$ cat config.mk
export PLATFORM = sky130hd
export DESIGN_NAME = e203_ifu_jalr_sched
export DESIGN_NICKNAME = d
export VERILOG_FILES = /design/src/rtl/e203_ifu_jalr_sched_pkg.sv /design/src/rtl/e203_ifu_rfrd_arb.sv /design/src/rtl/e203_ifu_jalr_sched.sv
export SDC_FILE = /design/constraint.sdc
export NUM_CORES = 1
export LEC_CHECK = 0
export BUFFER_PORTS_ARGS = -buffer_cell sky130_fd_sc_hd__buf_2
export CAP_MARGIN = 20
export CORE_MARGIN = 2
export CORE_UTILIZATION = 35
export DETAILED_ROUTE_END_ITERATION = 10
export PLACE_DENSITY = 0.56
export SYNTH_ARGS = -nofsm -noshare
export SYNTH_HDL_FRONTEND = slang
export SYNTH_SLANG_ARGS = --single-unit
export TNS_END_PERCENT = 10
$ cat constraint.sdc
create_clock -name clk -period 3 [get_ports clk]
set_clock_uncertainty 0.1 [all_clocks]
set_input_delay 0.3 -clock clk [delete_from_list [all_inputs] [get_ports clk]]
set_output_delay 0.3 -clock clk [all_outputs]
set_load 0.01 [all_outputs]
$ cat src/rtl/e203_ifu_jalr_sched_pkg.sv
// Shared types and defaults for the IFU JALR target scheduler.
package e203_ifu_jalr_sched_pkg;

  typedef enum logic [1:0] {
    ST_IDLE = 2'd0,
    ST_DEP  = 2'd1,
    ST_RD   = 2'd2,
    ST_RSP  = 2'd3
  } jalr_state_e;

  localparam int DBG_STARVE_DEF = 8;

  // Counter width able to hold 0..n; never narrower than one bit.
  function automatic int starve_cw(input int n);
    return (n < 1) ? 1 : $clog2(n + 1);
  endfunction

endpackage

$ cat src/rtl/e203_ifu_rfrd_arb.sv
// Two-requester regfile read-port arbiter: JALR has priority until debug has
// waited DBG_STARVE cycles, then debug wins once.
module e203_ifu_rfrd_arb
  import e203_ifu_jalr_sched_pkg::*;
#(
  parameter int RFIDX_WIDTH = 5,
  parameter int DBG_STARVE  = DBG_STARVE_DEF
) (
  input  logic                   clk,
  input  logic                   rst,
  input  logic                   jalr_req,
  input  logic [RFIDX_WIDTH-1:0] jalr_idx,
  input  logic                   dbg_req,
  input  logic [RFIDX_WIDTH-1:0] dbg_idx,
  output logic                   jalr_gnt,
  output logic                   dbg_gnt,
  output logic                   rd_ena,
  output logic [RFIDX_WIDTH-1:0] rd_idx
);

  localparam int CW = starve_cw(DBG_STARVE);

  logic [CW-1:0] cnt;
  logic          starved;

  assign starved  = (cnt == CW'(DBG_STARVE));
  assign dbg_gnt  = dbg_req & (~jalr_req | starved);
  assign jalr_gnt = jalr_req & ~dbg_gnt;
  assign rd_ena   = dbg_gnt | jalr_gnt;
  assign rd_idx   = dbg_gnt ? dbg_idx : jalr_idx;

  always_ff @(posedge clk) begin
    if (rst)                      cnt <= '0;
    else if (dbg_gnt)             cnt <= '0;
    else if (dbg_req && !starved) cnt <= cnt + CW'(1);
  end

endmodule

$ cat src/rtl/e203_ifu_jalr_sched.sv
// JALR register-indirect target scheduler: waits out rs1 hazards, reads rs1
// through the shared regfile port and pulses the computed target PC.
module e203_ifu_jalr_sched
  import e203_ifu_jalr_sched_pkg::*;
#(
  parameter int PC_SIZE     = 32,
  parameter int XLEN        = 32,
  parameter int RFIDX_WIDTH = 5,
  parameter int DBG_STARVE  = DBG_STARVE_DEF
) (
  input  logic                   clk,
  input  logic                   rst,
  input  logic                   jreq_valid,
  output logic                   jreq_ready,
  input  logic [RFIDX_WIDTH-1:0] jreq_rs1idx,
  input  logic [XLEN-1:0]        jreq_imm,
  input  logic                   oitf_empty,
  input  logic                   ir_empty,
  input  logic                   ir_valid_clr,
  input  logic                   ir_rdwen,
  input  logic [RFIDX_WIDTH-1:0] ir_rdidx,
  input  logic                   flush,
  input  logic                   dbg_req_valid,
  output logic                   dbg_req_ready,
  input  logic [RFIDX_WIDTH-1:0] dbg_req_idx,
  output logic                   dbg_rsp_valid,
  output logic [XLEN-1:0]        dbg_rsp_data,
  output logic                   rf_rd_ena,
  output logic [RFIDX_WIDTH-1:0] rf_rd_idx,
  input  logic [XLEN-1:0]        rf_rd_data,
  output logic                   bpu_wait,
  output logic                   tgt_valid,
  output logic [PC_SIZE-1:0]     tgt_pc
);

  jalr_state_e            state_q, state_d;
  logic [RFIDX_WIDTH-1:0] rs1_q;
  logic [XLEN-1:0]        imm_q, data_q;
  logic                   dbg_rsp_q;
  logic                   dep_clr, jalr_req, jalr_gnt, dbg_gnt, hsk;

  assign dep_clr  = oitf_empty & (ir_empty | ir_valid_clr | ~(ir_rdwen & (ir_rdidx == rs1_q)));
  // A flush cycle withdraws the JALR from arbitration so no stale read issues.
  assign jalr_req = (state_q == ST_DEP) & dep_clr & ~flush;
  assign hsk      = jreq_valid & jreq_ready;

  e203_ifu_rfrd_arb #(
    .RFIDX_WIDTH (RFIDX_WIDTH),
    .DBG_STARVE  (DBG_STARVE)
  ) u_arb (
    .clk      (clk),
    .rst      (rst),
    .jalr_req (jalr_req),
    .jalr_idx (rs1_q),
    .dbg_req  (dbg_req_valid),
    .dbg_idx  (dbg_req_idx),
    .jalr_gnt (jalr_gnt),
    .dbg_gnt  (dbg_gnt),
    .rd_ena   (rf_rd_ena),
    .rd_idx   (rf_rd_idx)
  );

  always_ff @(posedge clk) begin
    if (rst) state_q <= ST_IDLE;
    else     state_q <= state_d;
  end

  always_comb begin
    state_d = state_q;
    case (state_q)
      ST_IDLE: if (hsk) state_d = (jreq_rs1idx == '0) ? ST_RSP : ST_DEP;
      ST_DEP:  if (flush) state_d = ST_IDLE;
               else if (jalr_gnt) state_d = ST_RD;
      ST_RD:   state_d = flush ? ST_IDLE : ST_RSP;
      ST_RSP:  state_d = ST_IDLE;
      default: state_d = ST_IDLE;
    endcase
  end

  always_comb begin
    jreq_ready    = (state_q == ST_IDLE) & ~flush;
    bpu_wait      = (state_q != ST_IDLE);
    tgt_valid     = (state_q == ST_RSP) & ~flush;
    tgt_pc        = (state_q == ST_RSP) ? (data_q[PC_SIZE-1:0] + imm_q[PC_SIZE-1:0]) : '0;
    dbg_req_ready = dbg_gnt;
    dbg_rsp_valid = dbg_rsp_q;
    dbg_rsp_data  = dbg_rsp_q ? rf_rd_data : '0;
  end

  // x0 requests preload zero so RSP can form the target without a read.
  always_ff @(posedge clk) begin
    if (rst) begin
      rs1_q     <= '0;
      imm_q     <= '0;
      data_q    <= '0;
      dbg_rsp_q <= 1'b0;
    end else begin
      dbg_rsp_q <= dbg_gnt;
      if (hsk) begin
        rs1_q  <= jreq_rs1idx;
        imm_q  <= jreq_imm;
        data_q <= '0;
      end else if (state_q == ST_RD) begin
        data_q <= rf_rd_data;
      end
    end
  end

endmodule

==> out/qor.yml <==
outcome:
  status: "finished with violations"
  violations: "DRC, setup timing"
timing:
  hold_ws_ns: 0.0933
  postLayoutSetupSlackWorst_ns: -0.122
  fin_tns_setup_ns: -0.125
  period_minus_slack_ns: 3.12
  hold_viol: 0
  fmax_mhz: 320
  slew_headroom: 0.603
  rsz0062_at_grt: "true"
  post-route-period-util: 1.04
  slew_violations: 0
  setup_viol: 2
  worst_slew_pin_slew_ns: 0.596
synth:
  synthArstFlopShare: 0
  synthCells: 685
  synth_fp_nets: 807
  ys_seq_elements: 76
  synth-xor-area-share: 0.0529
  yosysWarningCount: 0
  dominantRegCellSynth: "dfxtp_1"
  muxShareOfSynthArea: 0.00629
  syn_avg_cell_area_um2: 7.26
  synth_top_family_by_area: "simple AND/OR/NAND/NOR gates"
  synth_edf_count: 0
  syn_area_um2: 4970
  yosysUniqueCellTypes: 58
  synthSimpleGateAreaFrac: 0.280
  yosys.area_share.adder: 0.0871
  ys_seq_area_frac: 0.306
  synth_compound_area_frac: 0.225
drt:
  via_per_inst: 5.13
  drtPass1Iterations: 7
  drt-initial-drc-count: 251
  drcViolationCount: 1
  vias: 5266
  routed_wl_um: 15600
  ant_nets: 0
  post_drt_wl_per_cell_um: 15.2
power_and_ir_drop:
  p_per_area_nw_per_um2: 384
  internal-power_uw: 1870
  p_sw_uw: 655
  p_clk_frac: 0.426
  ir_drop_uv: 329
  p_sw_frac: 0.260
  p_comb_frac: 0.148
  p_leak_uw: 0.00288
  pwr-share-seq: 0.426
global_route:
  antenna_found_initial: 0
  gr-usage-met1: 0.255
  grt_usage: 0.204
  grt_max_degree: 33
  overflow: 0
  use_met2: 0.342
  gr-max-usage-layer: "met2"
  met3_usage: 0.0669
  grt_pass1_wl_um: 24300
  grt_pass1_vias: 5004
clocking:
  cts_tree: "yes"
  cts_buffer_depth: 2
  htreeDepth: 3
  cts-buffers-inserted: 9
  cts_root_buffer: "clkbuf_16"
  insertion_delay_ns: 0.34
  clkTransAtPathRegs_ns: 0.06
  clock-sinks: 76
  postCtsHoldBufs: 0
placed_design:
  hpwl_um: 11800
  routabilityCongestion: 0.909
  portBuffers: 162
floorplan:
  num_rows: 43
  die_x_um: 123
  die_area_um2: 15200
  die_h_um: 123
  fp.coreArea_um2: 13900
  ioPinCount: 163
  start_util: 0.358
worst_setup_path:
  start_kind: "flip-flop"
  cp-end-kind: "primary output"
  criticalPathCategory: "reg2out"
  critPathMaxFanout: 2
  arrival_ns: 2.72
  critPathRequiredTime_ns: 2.60
run:
  maxCapViolations: 0
worst_hold_path:
  hold_path.class: "in2reg"
final_layout:
  nets: 965
  fillCellCount: 1467
  syn2layout_area_growth_pct: 32.0
  drive_above_1_share: 0.303
  antenna_cells: 0
==> stage by stage <==
stage | instance area [um^2] | power [uW] | instances | util | setup slack (ns)
after floorplan | 4970 | 1300 | 685 | - | 0.267
after global placement | 5980 | 1440 | 1007 | 0.431 | 0.0628
after detailed placement | 5980 | 1450 | 1007 | 0.431 | 0.0536
after CTS | 6370 | 2530 | 1024 | 0.459 | -0.141
after global routing | 6560 | 2630 | 1027 | 0.473 | -0.232
final | 6560 | 2520 | 1027 | 0.473 | -0.122
==> power groups by stage <==
stage / Sequential [uW] / Combinational [uW] / Clock, uW
5_1_grt: 1080 / 417 / 1140
3_5_place_dp: 1090 / 362 / 0
3_3_place_gp: 1090 / 355 / 0
4_1_cts: 1070 / 366 / 1090
6_report: 1070 / 373 / 1070
2_1_floorplan: 1080 / 213 / 0
==> final timing paths <==
path | end | slack, ns | start | depth (start not counted)
max | tgt_pc[26] | -0.12 | data_q[0]$_SDFFE_PP0N_ | 10
min | imm_q[30]$_SDFFE_PP0P_ | 0.09 | jreq_imm[30] | 3
max reg2reg | data_q[14]$_SDFFE_PP0N_ | 1.07 | state_q[0]$_SDFFE_PP0P_ | 4
min reg2reg | data_q[30]$_SDFFE_PP0N_ | 0.36 | data_q[30]$_SDFFE_PP0N_ | 2
==> final cells by class <==
type | instances | area, um^2 | share of cell area
clock buffer | 13 | 250 | 0.0381
inverter | 13 | 48.8 | 0.00743
tap | 180 | 225 | 0.0343
sequential | 76 | 1530 | 0.233
timing repair buffer | 185 | 990 | 0.151
clock inverter | 2 | 35.0 | 0.00534
multi-input combinational | 558 | 3490 | 0.531
==> routing by layer <==
| metal | routed length (um) | share of wire |
|---|---|---|
| met1 | 6970 | 0.45 |
| met2 | 7410 | 0.48 |
| met3 | 988 | 0.063 |
| met4 | 199 | 0.013 |
| met5 | 0 | 0 |
==> kinds of logic after synthesis <==
logic type,Yosys count
and+or+nand+nor,312
buffers and inverters,51
AOI/OAI and AO/OA,179
muxes,3
xor gates and xnor gates,30
adders and majority gates,34
DFF,76
==> state kept, by name (all words and copies together), names as in the netlist <==
register / count
state_q: 2
imm_q: 32
dbg_rsp_valid: 1
rs1_q: 5
u_arb.cnt: 4
data_q: 32
==> critical path: stages (launching register included) <==
cell and delay [ns]:
dfxtp_2 0.33, ha_4 0.16, fa_2 0.35, a21oi_2 0.17, o22ai_2 0.10, a21o_2 0.22, o211ai_2 0.22, nand2_2 0.09
a311oi_2 0.28, mux2_4 0.34, buf_6 0.12
==> Yosys cell counts (3+ instances only) <==
library cell,number,area (um^2)
a211oi_1,3,22.5
a21o_1,17,128
a21oi_1,99,495
and2_1,36,225
and3_1,4,25.0
and3b_1,3,26.3
buf_1,8,30.0
clkbuf_1,24,90.1
dfxtp_1,76,1520
ha_1,33,413
inv_1,13,48.8
nand2_1,176,661
nand2b_1,8,50.1
nand3_1,11,55.1
nand4_1,10,62.6
nor2_1,42,158
nor3_1,13,65.1
o211ai_1,3,22.5
o21a_1,9,67.6
o21ai_0,14,70.1
o21ai_1,3,15.0
o21bai_1,3,22.5
xnor2_1,20,175
xor2_1,10,87.6
==> layout by cell type, fill, tap and decap left out, drive strengths merged, types with 4 or more instances in the layout <==
| cell | synthesis | routed |
|---|---|---|
| a21o | 19 | 19 |
| a21oi | 101 | 101 |
| and2 | 36 | 36 |
| and3 | 4 | 4 |
| buf | 12 | 185 |
| clkbuf | 26 | 13 |
| dfxtp | 76 | 76 |
| ha | 33 | 33 |
| inv | 13 | 13 |
| nand2 | 176 | 176 |
| nand2b | 8 | 8 |
| nand3 | 11 | 11 |
| nand4 | 10 | 10 |
| nor2 | 42 | 42 |
| nor3 | 13 | 13 |
| o211ai | 4 | 4 |
| o21a | 9 | 9 |
| o21ai | 18 | 18 |
| xnor2 | 20 | 20 |
| xor2 | 10 | 10 |
==> repair_timing <==
item / CTS / global route
pin swaps: 8 / 17
setup buffers: 2 / 3
gates resized for setup: 20 / 44
setup endpoints to repair: 14 / 22
cloned: 0 / 0
Note: power is estimated with default switching activity, not from simulation.
